===== config.mk =====
export PLATFORM = sky130hd
export DESIGN_NAME = serial_adder
export DESIGN_NICKNAME = d
export VERILOG_FILES = /design/src/rtl/serial_adder.sv
export SDC_FILE = /design/constraint.sdc
export NUM_CORES = 1
export LEC_CHECK = 0
export ABC_AREA = 0
export CELL_PAD_IN_SITES_DETAIL_PLACEMENT = 0
export CELL_PAD_IN_SITES_GLOBAL_PLACEMENT = 1
export CORE_MARGIN = 3
export CORE_UTILIZATION = 40
export DETAILED_ROUTE_END_ITERATION = 6
export MAX_ROUTING_LAYER = met4
export PLACE_DENSITY = 0.81
export RECOVER_POWER = 25
export SKIP_LAST_GASP = 1
export SYNTH_ARGS = -nofsm -noshare
export SYNTH_HDL_FRONTEND = slang
export SYNTH_HIERARCHICAL = 1
export SYNTH_SLANG_ARGS = --single-unit

===== constraint.sdc =====
create_clock -name clk -period 1.9 [get_ports clk]
set_input_delay 0.38 -clock clk [delete_from_list [all_inputs] [get_ports clk]]
set_output_delay 0.38 -clock clk [all_outputs]
set_load 0.1 [all_outputs]

===== src/rtl/serial_adder.sv =====
`default_nettype none
// ============================================================================
// Module   : serial_adder
// Purpose  : Bit-serial adder. Captures two WIDTH-bit operands and a carry-in
//            on start, feeds one bit pair per clock (LSB first) through a
//            single 1-bit full-adder cell with the carry recirculated in a
//            flip-flop, then presents {cout,sum} with a one-cycle done pulse.
// Options  : `define SERIAL_ADDER_OVF_EN adds a registered signed-overflow
//            output (ovf).
// Revision : 1.0 - initial release
// ============================================================================

// ----------------------------------------------------------------------------
// Combinational 1-bit full-adder cell.
// ----------------------------------------------------------------------------
module serial_adder_fa (
  input  logic a_i,
  input  logic b_i,
  input  logic c_i,
  output logic s_o,
  output logic c_o
);

  assign s_o = a_i ^ b_i ^ c_i;
  assign c_o = (a_i & b_i) | (a_i & c_i) | (b_i & c_i);

endmodule

// ----------------------------------------------------------------------------
// Sequential wrapper around the full-adder cell.
// ----------------------------------------------------------------------------
module serial_adder #(
  parameter int WIDTH = 8
) (
  input  logic             clk,
  input  logic             rst_n,
  input  logic             start,
  input  logic [WIDTH-1:0] a,
  input  logic [WIDTH-1:0] b,
  input  logic             cin,
  output logic             busy,
  output logic             done,
  output logic [WIDTH-1:0] sum,
  output logic             cout
`ifdef SERIAL_ADDER_OVF_EN
  ,
  output logic             ovf
`endif
);

  // The bit counter needs at least one bit even when WIDTH=1.
  localparam int                CNT_W    = (WIDTH > 1) ? $clog2(WIDTH) : 1;
  localparam logic [CNT_W-1:0]  LAST_CNT = CNT_W'(WIDTH - 1);

  typedef enum logic [1:0] {
    S_IDLE = 2'd0,
    S_RUN  = 2'd1,
    S_DONE = 2'd2
  } state_t;

  state_t           state_q, state_d;
  logic [WIDTH-1:0] sa_q, sa_d;     // operand A shift register
  logic [WIDTH-1:0] sb_q, sb_d;     // operand B shift register
  logic             c_q, c_d;       // recirculated carry
  logic [CNT_W-1:0] cnt_q, cnt_d;   // bit position being added
  logic [WIDTH-1:0] r_q, r_d;       // partial result, filled from the MSB end
  logic [WIDTH-1:0] sum_q, sum_d;
  logic             cout_q, cout_d;
`ifdef SERIAL_ADDER_OVF_EN
  logic             ovf_q, ovf_d;
`endif

  logic             fa_s;
  logic             fa_c;
  logic [WIDTH-1:0] r_shift;        // R after shifting in this cycle's sum bit

  // Illegal widths are caught at elaboration rather than producing odd logic.
  generate
    if ((WIDTH < 1) || (WIDTH > 32)) begin : g_width_check
      $error("serial_adder: WIDTH must be in 1..32");
    end
  endgenerate

  serial_adder_fa u_fa (
    .a_i (sa_q[0]),
    .b_i (sb_q[0]),
    .c_i (c_q),
    .s_o (fa_s),
    .c_o (fa_c)
  );

  // A 1-bit result register has nothing to shift; the new bit is the result.
  generate
    if (WIDTH == 1) begin : g_r_w1
      assign r_shift = fa_s;
    end else begin : g_r_wn
      assign r_shift = {fa_s, r_q[WIDTH-1:1]};
    end
  endgenerate

  // Next-state and datapath update; everything holds unless a state acts.
  always_comb begin
    state_d = state_q;
    sa_d    = sa_q;
    sb_d    = sb_q;
    c_d     = c_q;
    cnt_d   = cnt_q;
    r_d     = r_q;
    sum_d   = sum_q;
    cout_d  = cout_q;
`ifdef SERIAL_ADDER_OVF_EN
    ovf_d   = ovf_q;
`endif
    case (state_q)
      S_IDLE: begin
        if (start) begin
          sa_d    = a;
          sb_d    = b;
          c_d     = cin;
          cnt_d   = '0;
          r_d     = '0;
          state_d = S_RUN;
        end
      end
      S_RUN: begin
        sa_d  = sa_q >> 1;
        sb_d  = sb_q >> 1;
        r_d   = r_shift;
        c_d   = fa_c;
        cnt_d = cnt_q + 1'b1;
        // Outputs are only ever written here, so no partial result leaks out.
        if (cnt_q == LAST_CNT) begin
          sum_d   = r_shift;
          cout_d  = fa_c;
`ifdef SERIAL_ADDER_OVF_EN
          // c_q is the carry entering the MSB position on this final step.
          ovf_d   = c_q ^ fa_c;
`endif
          state_d = S_DONE;
        end
      end
      S_DONE: begin
        state_d = S_IDLE;
      end
      default: begin
        state_d = S_IDLE;
      end
    endcase
  end

  // State and datapath registers; reset aborts any addition in flight.
  always_ff @(posedge clk or negedge rst_n) begin
    if (!rst_n) begin
      state_q <= S_IDLE;
      sa_q    <= '0;
      sb_q    <= '0;
      c_q     <= 1'b0;
      cnt_q   <= '0;
      r_q     <= '0;
      sum_q   <= '0;
      cout_q  <= 1'b0;
`ifdef SERIAL_ADDER_OVF_EN
      ovf_q   <= 1'b0;
`endif
    end else begin
      state_q <= state_d;
      sa_q    <= sa_d;
      sb_q    <= sb_d;
      c_q     <= c_d;
      cnt_q   <= cnt_d;
      r_q     <= r_d;
      sum_q   <= sum_d;
      cout_q  <= cout_d;
`ifdef SERIAL_ADDER_OVF_EN
      ovf_q   <= ovf_d;
`endif
    end
  end

  assign busy = (state_q == S_RUN);
  assign done = (state_q == S_DONE);
  assign sum  = sum_q;
  assign cout = cout_q;
`ifdef SERIAL_ADDER_OVF_EN
  assign ovf  = ovf_q;
`endif

  // busy and done decode distinct states and must never overlap.
  a_busy_done_excl: assert property (@(posedge clk) disable iff (!rst_n)
    !(busy && done));

  // The result only moves on the completing edge.
  a_sum_stable: assert property (@(posedge clk) disable iff (!rst_n)
    !((state_q == S_RUN) && (cnt_q == LAST_CNT)) |=> $stable(sum) && $stable(cout));

endmodule
`default_nettype wire


==> results.ini, run 1 <==
[grt]
grt_pass1_vias=1235
overflow=0
antenna_found_initial=0
grt_pass1_wl_microns=6020
grt_usage_pct=15.6
grt_max_degree=39

[die]
die_area_sq_um=5200
initial_core_util_pct=42.5
num_io_pins=31
die_x_microns=72.1
rows=23
dieHeight_microns=72.1
core_area_sq_um=4120

[setup_path]
endpoint=busy
r2r_start=cnt_q[0]
cp.arrival_ns=1.37
critPathKind=reg2out
timing.rr.end=sum[3]
cpMaxStageDelayCell=dfrtp_1
endpoint_kind=output pin
worstRegToRegCells=4
cp.required_ns=1.52
r2r_slack_ns=0.45
path_cells=nand2b_4 -> inv_8 -> buf_12
startpoint=state_q[1]
slowest_delay_ns=0.45
cp-start-kind=flop
crit_path_max_fanout=17

[layout]
fin_cells=231
antenna_cells=0
area.growth.synth_to_final_pct=25.4
drive_gt1_share_pct=22.1
nNetsFinal=203

[power_and_ir_drop]
p_leak_nw=0.956
p_clk_share_pct=13.9
swShare_pct=45.5
powerDensity_nw_per_um2=1890
p_seq_share_pct=35.4
p_int_w=0.00226
p_total_w=0.00414
comb_power_share_pct=50.6
ir_worst_vdd_uv=558
switchingPower_w=0.00188

[place]
dp_hpwl_microns=2420
dp.cells=223
gp_congestion=0.815
io_buffers=30

[route]
num_vias=1289
first_pass_iters=4
final_antenna_net_count=0
drt_iter0_drc=84
route.final.wire_length_microns=3610
wire_per_inst_microns=15.6
drc_errors=0
viasPerCell=5.58

[logic_synthesis]
syn_inst=149
synth_flop_cell=dfrtp_1
ys_seq_elements=38
ys_types=25
synthesis.nets=172
avgSynthCellArea_sq_um=11.7
syn_area_sq_um=1750
yosys_warnings=6
async_reset_ff_share_pct=100
yosysSeqAreaShare_pct=54.4
synth_edf_count=0

[clock_tree]
clk_latency_ns=0.29
htree_levels=2
path_clk_slew_ns=0.08
clock_path_buffers=2
cts_resized=0
post_cts_buffers=0
cts_buffers=5
cts-root-buf=clkbuf_8
tritoncts=built
cts_hold_buf=0
cts_sinks=38

[timing]
hold_violations=0
fin_crit_ns=1.75
slew_headroom_pct=37.8
maxSlewViolCount=0
tns_ns=0
post-route-period-util_pct=92.2
setup_viol=0
finClkSkew_ns=0.00770
max_freq_ghz=0.571
rsz0062_at_grt=false
tightestPinTransition_ns=0.933

[worst_hold_path]
hp-class=in2async

[status]
status=complete, no violations

[run]
drv_cap=0

-- flip-flops by register name, indices dropped and copies added, names as in the netlist --
register and flops:
sa_q 8, sb_q 8, sum 8, r_q 7, cnt_q 3, state_q 2, c_q 1, cout 1
-- logic make-up after synthesis --
logic type | count (synthesis) | synth area share (%)
AO/OA/AOI/OAI | 33 | 13.5
adder cells (fa/ha/maj) | 3 | 2.58
buffers and inverters | 15 | 5.94
flip-flops | 38 | 54.4
multiplexers | 10 | 8.30
AND/OR/NAND/NOR | 50 | 15.3
-- worst min-delay path by stage --
stage	to
global route	r_q[4]
finish	c_q
global placement	sa_q[3]
CTS	r_q[4]
floorplan	c_q
detailed placement	sa_q[4]
-- placed cells by master (no fill, tap or decap) --
cell | Yosys | routed
clkbuf_8 | 0 | 6
clkbuf_2 | 0 | 1
inv_8 | 1 | 1
and2b_1 | 1 | 1
nand2b_1 | 1 | 1
or2_2 | 1 | 1
fa_1 | 1 | 1
nand2_8 | 1 | 1
nand2_1 | 3 | 3
nor2_1 | 6 | 5
nor2_2 | 0 | 1
clkdlybuf4s50_1 | 0 | 18
o21bai_2 | 1 | 1
ha_1 | 2 | 2
buf_2 | 5 | 1
nor3_1 | 36 | 36
mux2i_1 | 1 | 1
nand2b_4 | 1 | 1
a22o_1 | 9 | 9
o21ai_0 | 5 | 5
buf_4 | 2 | 10
clkinv_2 | 0 | 1
mux2_4 | 9 | 9
dfrtp_1 | 38 | 38
o32ai_1 | 3 | 3
buf_12 | 0 | 5
inv_1 | 3 | 3
o22ai_1 | 15 | 15
clkinvlp_4 | 0 | 1
-- critical path: cells and delay by family (launching register included) --
family | cells | cell delay [ns]
and+or+nand+nor | 1 | 0.29
DFF | 1 | 0.45
buffers and inverters | 2 | 0.34
-- power groups by stage --
| stage | sequential, W | combinational (W) | clock (W) |
|---|---|---|---|
| 2_1_floorplan | 0.00201 | 0.00108 | 0 |
| 3_3_place_gp | 0.00146 | 0.00205 | 0 |
| 3_5_place_dp | 0.00148 | 0.00210 | 0 |
| 4_1_cts | 0.00146 | 0.00211 | 0.000597 |
| 5_1_grt | 0.00151 | 0.00222 | 0.000632 |
| 6_report | 0.00147 | 0.00210 | 0.000577 |
-- through the flow --
step | hold WS [ns] | worst slack (ns) | area (sq um) | util [%]
2_1_floorplan | 0.0844 | 0.0455 | 1750 | -
3_3_place_gp | 0.447 | 0.184 | 2100 | 51.0
3_5_place_dp | 0.454 | 0.178 | 2100 | 51.0
4_1_cts | 0.128 | 0.128 | 2190 | 53.3
5_1_grt | 0.366 | 0.0645 | 2190 | 53.3
6_report | 0.299 | 0.148 | 2190 | 53.3
-- per-layer routing --
metal  track usage, %  share of wire [%]
met3             4.71                5.6
met1             20.0                 45
met4             7.52                2.4
met5                -                  0
met2             22.5                 47
-- cell usage after synthesis (2+ instances only) --
library cell	count	share of area [%]
nor3_1	36	10
a22o_1	9	4.5
buf_6	2	1.3
nand2_1	3	0.64
nor2_1	6	1.3
o21ai_0	5	1.4
inv_1	3	0.64
o32ai_1	3	1.5
buf_2	5	1.4
mux2_4	9	7.7
ha_1	2	1.4
o22ai_1	15	5.4
buf_4	2	0.86
dfrtp_1	38	54
-- layout make-up --
class | count | area (sq um)
Multi-Input combinational cell | 96 | 696
Clock buffer | 6 | 82.6
Sequential cell | 38 | 951
Tap cell | 50 | 62.6
Timing Repair Buffer | 35 | 365
Inverter | 4 | 22.5
Clock inverter | 2 | 12.5
Fill cell | 354 | 1920
(Power assumes the default switching activity.)
==> run 2: changes to the inputs <==
--- a/config.mk
+++ b/config.mk
@@ -6,6 +6,7 @@
 export NUM_CORES = 1
 export LEC_CHECK = 0
 export ABC_AREA = 0
+export CAP_MARGIN = 30
 export CELL_PAD_IN_SITES_DETAIL_PLACEMENT = 0
 export CELL_PAD_IN_SITES_GLOBAL_PLACEMENT = 1
 export CORE_MARGIN = 3
==> constraint.sdc (replaced) <==
create_clock -name clk -period 1.7 [get_ports clk]
set_input_delay 0.34 -clock clk [delete_from_list [all_inputs] [get_ports clk]]
set_output_delay 0.34 -clock clk [all_outputs]
set_load 0.1 [all_outputs]
==> run 2 against run 1 <==
- non-clock buffer count increased by 3
- clock skew fell by 0.0041 ns
- clock-buffer cell count grew 1
- setup slack got worse by 0.028 ns
- design area increased by 3.8%
- die area did not move
- largest power group unchanged
- highest routed layer unchanged
==> results.ini, run 2 (synthesis gave the netlist of run 1 again) <==
[run]
drv_cap=0

[clock_tree]
clock_path_buffers=2
path_clk_slew_ns=0.07
cts_buffers=5
cts_sinks=38
htree_levels=2
post_cts_buffers=1
clk_latency_ns=0.28
cts-root-buf=clkbuf_8
cts_resized=0
tritoncts=built
cts_hold_buf=0

[setup_path]
timing.rr.end=sum[2]
r2r_start=cnt_q[0]
r2r_slack_ns=0.27
worstRegToRegCells=4
endpoint_kind=output pin
cp.arrival_ns=1.24
critPathKind=reg2out
crit_path_max_fanout=11
cp-start-kind=flop
cp.required_ns=1.36

[grt]
antenna_found_initial=0
grt_usage_pct=17.4
grt_pass1_vias=1368
grt_pass1_wl_microns=6870
overflow=0
grt_max_degree=22

[timing]
fin_crit_ns=1.58
tightestPinTransition_ns=1.00
finClkSkew_ns=0.00362
max_freq_ghz=0.633
post-route-period-util_pct=93.0
setup_viol=0
slew_headroom_pct=33.1
rsz0062_at_grt=false
tns_ns=0
maxSlewViolCount=0
hold_violations=0

[layout]
final_cell_mix=dfrtp_1 (38), nor3_1 (36), clkdlybuf4s50_1 (18), o22ai_1 (15), buf_12 (11)
drive_gt1_share_pct=21.3
area.growth.synth_to_final_pct=30.1
antenna_cells=0
final_core_util_pct=55.3
layout_commonest_cell=dfrtp_1
nNetsFinal=206
fin_cells=233

[route]
viasPerCell=5.54
num_vias=1290
drc_errors=0
final_antenna_net_count=0
route.final.wire_length_microns=3820
first_pass_iters=4
drt_iter0_drc=90
wire_per_inst_microns=16.4

[place]
io_buffers=30
dp_hpwl_microns=2730
gp_congestion=0.819
dp.cells=225

[die]
initial_core_util_pct=42.5
rows=23
die_area_sq_um=5200
core_area_sq_um=4120
die_x_microns=72.1
num_io_pins=31
dieHeight_microns=72.1

[power_and_ir_drop]
p_leak_nw=0.984
ir_worst_vdd_uv=827
p_total_w=0.00480
powerDensity_nw_per_um2=2110

[status]
status=complete, no violations

[worst_hold_path]
hp-class=in2async

==> run 2: cell types whose count changed in the layout (fill, tap and decap cells not counted), sizes merged <==
| cell | before | now |
|---|---|---|
| buf | 16 | 18 |
| clkbuf | 7 | 9 |
| clkinv | 1 | 0 |
| clkinvlp | 1 | 0 |
==> run 2: final cells by class <==
class	instances	area [sq um]
clock buffer	7	76.3
fill	357	1840
inverter	4	22.5
multi-input combinational	96	701
sequential	38	951
tap	50	62.6
timing repair buffer	38	462
==> run 2: critical path, cell delays in order, from the launching register on <==
cell	delay [ns]
dfrtp_1	0.46
nand2b_4	0.20
inv_8	0.11
buf_12	0.18
==> run 2: routing by layer <==
metal	GRT usage [%]	wire length, microns
met5	-	0
met4	6.26	68
met3	4.71	176
met2	24.5	1780
met1	24.1	1800
==> run 2: per-stage QoR <==
step | worst slack (ns) | instance area, sq um | hold WS, ns
floorplan | 0.190 | 1760 | 0.0444
global placement | 0.167 | 2210 | 0.299
detailed placement | 0.114 | 2210 | 0.313
CTS | 0.109 | 2290 | 0.00434
global route | 0.0407 | 2270 | 0.259
finish | 0.120 | 2270 | 0.199
==> run 2: worst max path at each step <==
stage	start	to	slack [ns]	cells past startpoint
floorplan	state_q[0]	done	0.19	3
finish	state_q[1]	busy	0.12	3
CTS	state_q[1]	busy	0.11	3
global placement	start	sa_q[0]	0.17	5
detailed placement	start	sb_q[1]	0.11	5
global route	state_q[1]	busy	0.04	3
==> run 2: power by group <==
part | total, W | switching, W | leakage (nW) | internal, W
clock network | 0.000575 | 0.000293 | 0.0383 | 0.000282
logic | 0.00255 | 0.00148 | 0.480 | 0.00107
registers | 0.00168 | 0.000368 | 0.466 | 0.00131
==> run 3: changes to the inputs <==
--- a/config.mk
+++ b/config.mk
@@ -12,6 +12,7 @@
 export CORE_MARGIN = 3
 export CORE_UTILIZATION = 40
 export DETAILED_ROUTE_END_ITERATION = 6
+export GPL_TIMING_DRIVEN = 0
 export MAX_ROUTING_LAYER = met4
 export PLACE_DENSITY = 0.81
 export RECOVER_POWER = 25
==> run 3 against run 2 <==
- design area rose by 0.50%
- critical endpoint unchanged
- wire length is 2.4% lower
- global-route usage down 1.4 points
- total power increased by 2.8%
- via count increased by 3.3%
- critical path depth is 1 higher
- worst hold slack got worse by 0.031 ns
- sequential cell count unchanged
- clock power up 60%
- final cell count increased by 1.7%
- clock-buffer cell count decreased by 2
==> results.ini, run 3 (synthesis gave the netlist of run 1 again) <==
[status]
status=complete, no violations

[layout]
drive_gt1_share_pct=25.7
final_core_util_pct=55.5
layout_commonest_cell=dfrtp_1
seq_area_sq_um=952
nNetsFinal=209
fillers=347
area.growth.synth_to_final_pct=30.8
multi_input_area_sq_um=701
antenna_cells=0
fin_cells=237
final_cell_mix=dfrtp_1 (37), nor3_1 (36), clkdlybuf4s50_1 (17), o22ai_1 (15)

[route]
wire_per_inst_microns=15.7
viasPerCell=5.62
drt_iter0_drc=118
first_pass_iters=4
final_antenna_net_count=0
num_vias=1332
drc_errors=0
route.final.wire_length_microns=3730

[timing]
setup_viol=0
rsz0062_at_grt=false
finClkSkew_ns=0.00949
post-route-period-util_pct=96.9
hold_violations=0
slew_headroom_pct=37.6
fin_crit_ns=1.65
maxSlewViolCount=0
tightestPinTransition_ns=0.936
max_freq_ghz=0.607

[place]
dp_hpwl_microns=2560
dp.cells=228
io_buffers=29
gp_congestion=0.813

[clock_tree]
cts-root-buf=clkbuf_8
htree_levels=2
clk_latency_ns=0.30
cts_buffers=5
cts_hold_buf=0
tritoncts=built
path_clk_slew_ns=0.08
clock_path_buffers=2
cts_sinks=38

[die]
dieHeight_microns=72.1
initial_core_util_pct=42.5
die_x_microns=72.1
core_area_sq_um=4120
die_area_sq_um=5200
num_io_pins=31
rows=23

[power_and_ir_drop]
ir_worst_vdd_uv=802
powerDensity_nw_per_um2=2160
p_leak_nw=0.988

[grt]
grt_pass1_vias=1304
grt_usage_pct=16.0
overflow=0
grt_max_degree=39
antenna_found_initial=0
grt_pass1_wl_microns=6140

[setup_path]
cp.arrival_ns=1.31
cpMaxStageDelayCell=dfrtp_2
crit_path_max_fanout=11
endpoint_kind=output pin
slowest_delay_ns=0.44
critPathKind=reg2out
worstRegToRegCells=4
path_cells=nand2b_4 -> buf_8 -> inv_8 -> buf_12
cp.required_ns=1.36
cp-start-kind=flop

[run]
drv_cap=0

[worst_hold_path]
hp-class=in2async

## run 3: worst paths after layout
check	from	end	slack, ns
setup reg to reg	cnt_q[0]	sum[1]	0.23
min in group clk	start	sa_q[6]	0.46
hold / removal	rst_n	sa_q[3]	0.17
setup / recovery	state_q[1]	busy	0.05
max in group asynchronous	rst_n	state_q[1]	0.89
hold reg to reg	r_q[1]	r_q[1]	0.51
## run 3: area by class of cell
class,instances,area share (%)
tap,50,2.74
multi-input combinational,96,30.7
inverter,4,0.985
buffer,10,3.45
clock buffer,5,3.01
clock inverter,3,3.01
sequential,38,41.7
timing repair buffer,31,14.5
## run 3: routing by layer
layer	vias up	wire length, microns	GRT usage [%]
met5	-	0	-
met4	0	42	7.72
met3	6	187	4.99
met2	34	1760	23.0
met1	664	1740	20.5
li1	628	-	-
## run 3: stage by stage
step / TNS, ns / setup slack (ns) / total power [W] / instance area [sq um] / hold WS (ns)
CTS: -0.135 / -0.135 / 0.00494 / 2270 / 0.167
detailed placement: -2.37 / -0.730 / 0.00403 / 2100 / 0.489
global route: 0 / 0.00823 / 0.00519 / 2290 / 0.254
global placement: -21.32 / -0.711 / 0.00395 / 2110 / 0.486
finish: 0 / 0.0522 / 0.00494 / 2290 / 0.169
floorplan: 0 / 0.190 / 0.00346 / 1760 / 0.0444
## run 3: timing repair
item,4_1_cts,5_1_grt
setup buffers,0,2
endpoints found under the setup margin,11,2
gates resized for setup,46,5
## run 3: report_power, final
part	leakage, nW	internal (W)	total [W]	switching, W
Combinational	0.456	0.000898	0.00241	0.00151
Clock	0.0683	0.000588	0.000921	0.000333
Sequential	0.464	0.00131	0.00161	0.000294
## run 3: critical path, delay by kind of cell (launching register included)
kind	cells	cell delay [ns]
buffers and inverters	3	0.42
flip-flops	1	0.44
AND/OR/NAND/NOR	1	0.15
